--- config.mk ---
export PLATFORM = sky130hd
export DESIGN_NAME = branch_redirect_ctrl
export DESIGN_NICKNAME = d
export VERILOG_FILES = /design/src/rtl/branch_redirect_ctrl.sv
export SDC_FILE = /design/constraint.sdc
export NUM_CORES = 1
export LEC_CHECK = 0
export CAP_MARGIN = 10
export CORE_MARGIN = 10
export CORE_UTILIZATION = 25
export DETAILED_ROUTE_END_ITERATION = 16
export SLEW_MARGIN = 30
export SYNTH_ARGS = -nofsm -noshare
export SYNTH_HDL_FRONTEND = slang
export SYNTH_SLANG_ARGS = --single-unit
--- constraint.sdc ---
create_clock -name clk_i -period 2 [get_ports clk_i]
set_clock_uncertainty 0.15 [all_clocks]
set_input_delay 0.4 -clock clk_i [delete_from_list [all_inputs] [get_ports clk_i]]
set_output_delay 0.4 -clock clk_i [all_outputs]
set_load 0.05 [all_outputs]
--- src/rtl/branch_redirect_ctrl.sv ---
// rtl/branch_redirect_ctrl.sv - EX-stage branch resolution, misprediction flush and fetch redirect control
// Drives the pipeline flush and redirect handshake, and keeps the branch and mispredict statistics.
module branch_redirect_ctrl #(
  parameter int ADDR_W = 32,
  parameter int CNT_W  = 16
) (
  input  logic              clk_i,
  input  logic              rst_i,
  input  logic              ex_valid_i,
  input  logic              ex_branch_i,
  input  logic              ex_jump_i,
  input  logic              branch_enable_i,
  input  logic              ex_pred_taken_i,
  input  logic [ADDR_W-1:0] ex_pc_i,
  input  logic [ADDR_W-1:0] ex_target_i,
  input  logic              redirect_ready_i,
  input  logic              clr_cnt_i,
  output logic              stall_o,
  output logic              flush_o,
  output logic              redirect_valid_o,
  output logic [ADDR_W-1:0] redirect_pc_o,
  output logic [CNT_W-1:0]  branch_cnt_o,
  output logic [CNT_W-1:0]  mispredict_cnt_o
);

  typedef enum logic [1:0] {
    IDLE  = 2'd0,
    FLUSH = 2'd1,
    WAIT  = 2'd2
  } state_t;

  localparam logic [CNT_W-1:0] CNT_MAX = '1;

  state_t            state_q;
  state_t            state_d;
  logic              resolve;
  logic              actual_taken;
  logic              mispredict;
  logic [ADDR_W-1:0] correct_pc;

  // Resolution happens only in IDLE; anything in EX during FLUSH/WAIT is being killed anyway.
  always_comb begin
    resolve      = (state_q == IDLE) && ex_valid_i && (ex_branch_i || ex_jump_i);
    actual_taken = ex_jump_i || (ex_branch_i && branch_enable_i);
    mispredict   = resolve && (actual_taken != ex_pred_taken_i);
    correct_pc   = actual_taken ? ex_target_i : (ex_pc_i + ADDR_W'(4));
  end

  always_comb begin
    state_d = state_q;
    case (state_q)
      IDLE:    if (mispredict) state_d = FLUSH;
      FLUSH:   state_d = redirect_ready_i ? IDLE : WAIT;
      WAIT:    if (redirect_ready_i) state_d = IDLE;
      default: state_d = IDLE;
    endcase
  end

  always_ff @(posedge clk_i or negedge rst_i) begin
    if (!rst_i) begin
      state_q <= IDLE;
    end else begin
      state_q <= state_d;
    end
  end

  // Only loaded from IDLE, so the value is frozen for as long as the redirect is pending.
  always_ff @(posedge clk_i or negedge rst_i) begin
    if (!rst_i) begin
      redirect_pc_o <= '0;
    end else if (mispredict) begin
      redirect_pc_o <= correct_pc;
    end
  end

  always_ff @(posedge clk_i or negedge rst_i) begin
    if (!rst_i) begin
      branch_cnt_o     <= '0;
      mispredict_cnt_o <= '0;
    end else if (clr_cnt_i) begin
      branch_cnt_o     <= '0;
      mispredict_cnt_o <= '0;
    end else begin
      if (resolve && (branch_cnt_o != CNT_MAX)) begin
        branch_cnt_o <= branch_cnt_o + 1'b1;
      end
      if (mispredict && (mispredict_cnt_o != CNT_MAX)) begin
        mispredict_cnt_o <= mispredict_cnt_o + 1'b1;
      end
    end
  end

  assign flush_o          = (state_q == FLUSH);
  assign stall_o          = (state_q != IDLE);
  assign redirect_valid_o = (state_q != IDLE);

endmodule

======== Yosys cells after proc, flatten, opt, wreduce, memory -nomap -nowiden ========
Cells that the tools add are included.
word-level totals
  flip-flop bits (word level) ............. 66
  logic and storage cells ................. 36
cells by class
  $add $sub $neg .......................... 3
  equality and inequality tests ........... 7
  muxes and demuxes ....................... 9
  reduce and logical (&&, ||, !) cells .... 13
operators by type and width
  cell                                                              count
  16-bit 2-to-1 mux                                                 4
  16-bit by 1-bit adder with 16-bit output (second input constant)  2
  32-bit by 3-bit adder with 32-bit output (second input constant)  1
  32-bit 2-to-1 mux                                                 1
  16-bit inequality test (second input constant)                    2
  1-bit logical AND                                                 6
  2-bit 2-to-1 mux                                                  3
  2-bit one-hot mux with 3 select lines                             1
  2-bit nonzero test                                                3
  2-bit inequality test (second input constant)                     2
  2-bit by 1-bit == test with 1-bit output (second input constant)  1
  2-bit == test (second input constant)                             1
  2-bit zero test                                                   1
  1-bit logical OR                                                  2
  2-bit AND reduction                                               1
  1-bit inequality test                                             1

======== Logic depth before layout (Yosys ltp) ========
Gate-level depths: netlist of run 1.
  depth in word-level cells ............... 7
  gate-level depth with buffers ........... 8
  depth with buffers taken out ............ 6

======== Worst setup path after synthesis of run 1 ========
OpenSTA, ideal clock, no wires.
  path type ............................... register -> register
  start ................................... reg mispredict_cnt_o[0]
  end ..................................... reg mispredict_cnt_o[1]
  data arrival time ....................... 1,987 ps
  path slack .............................. -268 ps
  cell stages (with the launch flop) ...... 8
  buffers on the path ..................... 1
  clock period less this slack ............ 2,268 ps
  path through ............................ dfrtp_1 -> ha_1 -> and3_1 -> nand4_1 -> nand3_2 -> clkbuf_1 -> mux2i_1 -> nor2_1
on the way
  cells in the longest elaborated chain, start to end .. 3
  elaborated cells on any way between the ends .. 6
RTL lines
  element                                                                                    RTL line  source
  start, declared                                                                            23        output logic [CNT_W-1:0] mispredict_cnt_o
  start signal, assigned                                                                     88        mispredict_cnt_o <= mispredict_cnt_o + 1'b1;
  16-bit by 1-bit adder with 16-bit output / 16-bit inequality test (equally long branches)  88, 87
  16-bit 2-to-1 mux / 1-bit logical AND (equally long branches)                              87        if (mispredict && (mispredict_cnt_o != CNT_MAX)) begin
  16-bit 2-to-1 mux / 2-bit nonzero test (equally long branches)                             -
Parallel ways exist; a longest one is shown, timed or not. The select of a mux whose other input is x is not followed.
A chain may end at the register's enable or synchronous reset.

======== Worst setup path in the final report of run 1 ========
  start ................................... reg state_q[1]
  end ..................................... reg branch_cnt_o[7]
on the way
  cells in the longest elaborated chain, start to end .. 5
RTL lines
  element                          RTL line  source
  start, declared                  34        state_t state_q;
  start signal, assigned           63        state_q <= state_d;
  2-bit zero test                  43        resolve = (state_q == IDLE) && ex_valid_i && (ex_branch_i || ex_jump_i);
  1-bit logical AND (2 in series)  43
  1-bit logical AND                84        if (resolve && (branch_cnt_o != CNT_MAX)) begin
  2-bit nonzero test (no line)     -
  end signal, assigned             85        branch_cnt_o <= branch_cnt_o + 1'b1;
  end, declared                    22        output logic [CNT_W-1:0] branch_cnt_o,
Every way passes these cells.

==> impl_metrics.json, run 1 <==
{
  "dr_total_vias": 4353,
  "n_fill_cell": 1488,
  "routabilityCongestion": 0.869,
  "root_buffer": "clkbuf_16",
  "ys.flop_type": "dfrtp_1",
  "power.share.clock_pct": 29.9,
  "placed_area_sq_um": 6080,
  "drc": 0,
  "power_frac_seq_pct": 30.7,
  "final.setup.tns_ns": -0.112,
  "async_reset_ff_share_pct": 100,
  "dieArea_sq_um": 21300,
  "violations": "setup timing",
  "ys_seq_area_share_pct": 41.6,
  "grtUsageTotal_pct": 14.1,
  "final_common_cell": "buf_4",
  "rsz0062_at_grt": "yes",
  "cts_buffer_depth": 2,
  "cts_made_buffers": 9,
  "yosysTopAreaCell": "dfrtp_1",
  "syn_area_sq_um": 3970,
  "fin_area_sq_um": 6840,
  "synth_seq_cells": 66,
  "crit_path_end_kind": "flop",
  "antenna_found_initial": 0,
  "die_x_microns": 146,
  "crit_top_cell": "or3b_4",
  "whs_endpoint": "redirect_pc_o[6]",
  "dp_hpwl_microns": 11300,
  "maxCapViolCount": 0,
  "setup_slack_ns": -0.0289,
  "crit_chain": "or3b_4 > or3b_4 > or3_4 > xor2_1 > nor2_1",
  "crit_required_ns": 2.08,
  "worstSetupPathType": "flop to flop",
  "min_period_ns": 2.03,
  "finalSetupViolations": 6,
  "critPathBufInv": 0,
  "viasPerCell": 4.90,
  "clock_latency_ns": 0.34,
  "r2r_start": "state_q[1]",
  "io_pins": 140,
  "synth_top_area_share_pct": 41.6,
  "crit_family": "simple AND/OR/NAND/NOR gates",
  "cpPeakStageDelay_ns": 0.44,
  "final_nets": 747,
  "cts_tree": "done",
  "hp-class": "flop to flop",
  "ant_nets": 0,
  "holdPathStages": 2,
  "period_share_pct": 101,
  "cp.arrival_ns": 2.11,
  "swShare_pct": 39.6,
  "outcome": "complete, but fails checks",
  "coreArea_sq_um": 15400,
  "grt_overflow": 0,
  "ff2ff_setup_slack_ns": -0.03,
  "synthDistinctLibCells": 49,
  "r2r_end": "branch_cnt_o[7]",
  "power_mw": 5.78,
  "crit_fanout": 6,
  "p_switching_mw": 2.29,
  "synth_cells": 449,
  "slew_headroom_pct": 72.9,
  "rows": 45,
  "grt_pass1_wl_microns": 24700,
  "worst_pin_slew_ns": 0.406,
  "syn_to_final_growth_pct": 72.5,
  "clk_pin_slew_ns": 0.06,
  "clock-sinks": 66,
  "synth_edf_count": 0,
  "p_leak_nw": 2.95,
  "hold_viol_final": 0,
  "ys_top_cells_by_area": "dfrtp_1 (42%), xnor2_1 (5.5%), nand2_1 (4.3%)",
  "cell_internal_pwr_mw": 3.49,
  "htree_levels": 3,
  "grt_max_degree": 67,
  "drtIter0Drc": 288,
  "place_ws_ns": -0.638,
  "first_global_vias": 4646,
  "slowest_stage": "or3b_4",
  "comb_power_share_pct": 39.4,
  "wl_microns": 15300,
  "drive_gt1_share_pct": 37.7,
  "first_pass_iters": 5,
  "powerDensity_nw_per_um2": 845,
  "die_y_microns": 146,
  "slew_violations": 0,
  "synth_fp_nets": 525,
  "ir_drop_v": 0.000657,
  "r2r_cells": 5,
  "final_cell_mix": "buf_4 (145), clkdlybuf4s50_1 (52), dfrtp_1 (46), nor2_1 (43), nand2_1 (42)",
  "avgSynthCellArea_sq_um": 8.83,
  "max_freq_ghz": 0.493,
  "hp-start": "redirect_pc_o[6]",
  "port_buffers": 139,
  "wl_per_cell_microns": 17.3,
  "whs_ns": 0.339,
  "yosys_warnings": 0,
  "initial_core_util_pct": 25.8,
  "crit_path_start_kind": "flop"
}
[metrics by stage]
step,utilization (%),std cells
2_1_floorplan,-,449
3_3_place_gp,39.6,855
3_5_place_dp,39.6,855
4_1_cts,42.8,879
5_1_grt,44.5,887
6_report,44.5,888
[kinds of logic (layout without fill, tap and decap cells)]
group | Yosys count | count (layout) | synth area share (%)
adder cells (fa/ha/maj) | 3 | 3 | 0.946
multiplexers | 5 | 5 | 1.36
AND/OR/NAND/NOR | 205 | 206 | 27.3
other | 0 | 1 | 0
AO/OA/AOI/OAI | 97 | 97 | 16.4
XOR/XNOR | 42 | 42 | 9.27
flip-flops | 66 | 66 | 41.6
buffers and inverters | 31 | 257 | 3.15
[synth_stat cells (3+ instances only)]
cell type  count
nor3_1        12
nand3_1       21
o31ai_1        7
or3_1         10
ha_1           3
xor2_1        17
or4_1          5
o21ai_0       16
o211ai_1       4
nor2b_1        4
dfrtp_1       66
nor4_1         8
and4_1         5
buf_2          4
o21ai_1        5
and3_1         9
nor2_1        45
a2bb2oi_1      9
nand2_1       45
a22oi_1       16
and2_1         3
a31oi_1        5
a21oi_1       19
clkbuf_1      16
o221ai_1       8
xnor2_1       25
inv_1          9
nand4_1       23
[area by class of cell]
type                       count  area (sq um)  share of cell area [%]
sequential                    66          1680                    24.5
clock inverter                 7          93.8                    1.37
antenna                        1          2.50                  0.0366
timing repair buffer         231          2000                    29.3
clock buffer                   9           225                    3.29
tap                          211           264                    3.86
multi-input combinational    353          2540                    37.1
inverter                      10          40.0                   0.585
[metal layers]
metal | up-vias | global-route usage (%) | wire length, microns
li1 | 2107 | - | -
met1 | 2084 | 17.1 | 6560
met2 | 146 | 22.2 | 7270
met3 | 16 | 5.96 | 1280
met4 | 0 | 4.30 | 231
met5 | - | 0 | 0
[power groups by stage]
stage                     logic [mW]  registers (mW)  clock network [mW]
after floorplan                0.507            2.59                   0
after global placement          2.20            1.79                   0
after detailed placement        2.23            1.78                   0
after CTS                       2.26            1.77                1.77
after global routing            2.43            1.81                1.83
final                           2.28            1.77                1.73
[worst reg2reg max path, stage by stage, from the launching register on]
cell,delay [ns]
dfrtp_1,0.38
or3b_4,0.44
or3b_4,0.43
or3_4,0.34
xor2_1,0.13
nor2_1,0.05
[timing repair]
item,in CTS,in global routing
resized for setup,39,46
hold buffers,1,0
setup endpoints to repair,56,42
setup buffers,6,8
hold endpoints to repair,66,0
pin swaps,18,19
cloned,1,0
[registers in the layout (all words and copies together) (netlist names)]
name and flops:
mispredict_cnt_o 16, redirect_pc_o 32, state_q 2, branch_cnt_o 16
[how the worst max path moves through the flow]
stage / cells after the start / to / startpoint
after floorplan: 7 / branch_cnt_o[7] / state_q[1]
after global placement: 6 / branch_cnt_o[7] / ex_valid_i
after detailed placement: 7 / branch_cnt_o[13] / ex_valid_i
after CTS: 5 / branch_cnt_o[7] / state_q[0]
after global routing: 6 / mispredict_cnt_o[11] / state_q[1]
final: 5 / branch_cnt_o[7] / state_q[1]
No activity file was read; power rests on OpenSTA's default activity.
==> inputs of run 2 (changes only) <==
- CTS_CLUSTER_DIAMETER: unset -> 200
==> results of run 2 <==
No change in the layout: final DEF, timing and power equal those of run 1.
==> inputs of run 3 (changes only) <==
- CTS_CLUSTER_DIAMETER: 200 -> unset
==> results of run 3 <==
No change in the layout: final DEF, timing and power equal those of run 1.
==> variant, RTL diff (settings of run 2) <==
Put one more register stage on the output `redirect_pc_o`. The value now appears one clock later. The other outputs are not delayed to match.
--- a/src/rtl/branch_redirect_ctrl.sv
+++ b/src/rtl/branch_redirect_ctrl.sv
@@ -30,6 +30,8 @@
   } state_t;
 
   localparam logic [CNT_W-1:0] CNT_MAX = '1;
+
+  logic [ADDR_W-1:0] redirect_pc_s0;
 
   state_t            state_q;
   state_t            state_d;
@@ -67,9 +69,9 @@
   // Only loaded from IDLE, so the value is frozen for as long as the redirect is pending.
   always_ff @(posedge clk_i or negedge rst_i) begin
     if (!rst_i) begin
-      redirect_pc_o <= '0;
+      redirect_pc_s0 <= '0;
     end else if (mispredict) begin
-      redirect_pc_o <= correct_pc;
+      redirect_pc_s0 <= correct_pc;
     end
   end
 
@@ -94,5 +96,9 @@
   assign stall_o          = (state_q != IDLE);
   assign redirect_valid_o = (state_q != IDLE);
 
+  always_ff @(posedge clk_i) begin
+    redirect_pc_o <= redirect_pc_s0;
+  end
+
 endmodule
 
Check against the original RTL: not equivalent (Yosys sat finds a counterexample within 4 cycles, from zero or initial values and one cycle with rst_i low).
==> variant against run 2 <==
  * The run still ends with negative setup slack left
  * Design area rose by 15%
  * Final cell count rose by 5.9%
  * Area after synthesis rose by 18%
  * Sequential share of layout area rose by 4.7 points
  * Total power rose by 16%
  * Via count rose by 5.1%
  * Routed wire length rose by 16%
  * Critical path depth rose by 1
  * Worst setup slack got worse by 0.14 ns
  * Sequential cell count rose by 32
  * Die area rose by 15%
  * Largest power group is now registers
==> variant: results (changes against run 2) <==
Worst Setup Slack, final: -0.171 ns (was -0.0289 ns)
Leakage: 3.24 nW (was 2.95 nW)
Maximum fanout along the worst path: 4 (was 6)
First-pass DRT Iterations: 4 (was 5)
Critical Path AT: 2.26 ns (was 2.11 ns)
Status: finished, violations left (unchanged)
Core area: 18100 µm² (was 15400 µm²)
Final setup violation count: 28 (was 6)
Overall routed net length: 17.7 mm (was 15.3 mm)
Clk Latency, worst-skew pair: 0.36 ns (was 0.34 ns)
Regs by FF count: redirect_pc_o (32), redirect_pc_s0 (32) (was redirect_pc_o (32), branch_cnt_o (16), mispredict_cnt_o (16))
Finished Layout Cells: 940 (was 888)
R2R depth: 6 (was 5)
Post-Syn Area per Cell: 9.63 µm² (was 8.83 µm²)
Failing checks: negative setup slack (unchanged)
Hold Slack: 0.223 ns (was 0.339 ns)
Setup total negative slack: -2.00 ns (was -0.112 ns)
Met2 wire len: 9.05 mm (was 7.27 mm)
Critical R2R Capture: mispredict_cnt_o[5]$_DFFE_PN0P_ (was branch_cnt_o[7]$_DFFE_PN0P_)
Gpl congestion: 0.840 (was 0.869)
Gr usage total: 13.6% (was 14.1%)
Register area share after synthesis: 49.1% (was 41.6%)
Hold Path Depth: 0 (was 2)
FF-to-FF Start: state_q[0]$_DFFE_PN0P_ (was state_q[1]$_DFFE_PN0P_)
Post-synth top cells: dfrtp_1, nor2_1, nand2_1 (was dfrtp_1, nand2_1, nor2_1)
## variant: how the worst max path moves through the flow
| stage | start | to | slack [ns] | cells past startpoint |
|---|---|---|---|---|
| 2_1_floorplan | state_q[1]$_DFFE_PN0P_ | mispredict_cnt_o[5]$_DFFE_PN0P_ | -0.15 | 7 |
| 3_3_place_gp | ex_valid_i | mispredict_cnt_o[5]$_DFFE_PN0P_ | -0.68 | 7 |
| 3_5_place_dp | ex_valid_i | mispredict_cnt_o[15]$_DFFE_PN0P_ | -0.74 | 6 |
| 4_1_cts | state_q[0]$_DFFE_PN0P_ | mispredict_cnt_o[5]$_DFFE_PN0P_ | -0.17 | 6 |
| 5_1_grt | state_q[0]$_DFFE_PN0P_ | mispredict_cnt_o[15]$_DFFE_PN0P_ | -0.23 | 5 |
| 6_report | state_q[0]$_DFFE_PN0P_ | mispredict_cnt_o[5]$_DFFE_PN0P_ | -0.17 | 6 |
## variant: layout make-up
type	instances	area (µm²)	area share [%]
Clock inverter	6	57.6	0.730
Antenna cell	3	7.51	0.0952
Inverter	9	46.3	0.587
Multi-Input combinational cell	357	2860	36.3
Timing Repair Buffer	228	2090	26.6
Tap cell	229	287	3.63
Clock buffer	10	229	2.90
Sequential cell	98	2300	29.2
## variant: critical path, stage by stage (launching register included)
cell      delay (ns)
dfrtp_1         0.38
or3b_4          0.45
a211oi_4        0.26
buf_6           0.19
o2111a_1        0.23
nand3_2         0.10
mux2_4          0.30
## variant: cell families (layout without fill, tap and decap cells)
logic type / Yosys count / after routing / synth area share [%]
simple gates: 208 / 210 / 23.1
xor+xnor: 44 / 44 / 8.26
compound gates: 96 / 96 / 14.8
buf+inv: 32 / 253 / 3.06
mux: 4 / 4 / 0.884
other cells: 0 / 3 / 0
fa+ha+maj: 3 / 3 / 0.804
flops: 98 / 98 / 49.1
## variant: power by group
part | internal, mW | switching, mW | leakage, nW
combinational | 0.882 | 1.42 | 1.99
sequential | 2.40 | 0.246 | 1.11
clock | 0.877 | 0.861 | 0.142
## variant: routing by layer
layer / GRT usage (%) / up-vias
met5: 0 / -
met4: 6.29 / 0
met1: 15.6 / 2258
met3: 3.21 / 19
li1: - / 2199
met2: 23.7 / 100
## variant: what timing repair did
item | 4_1_cts | 5_1_grt
setup buffers | 7 | 5
cloned | 2 | 5
endpoints found under the setup margin | 60 | 60
hold buffers | 1 | 0
resized for setup | 56 | 94
hold endpoints to repair | 66 | 0
pin swaps | 30 | 40
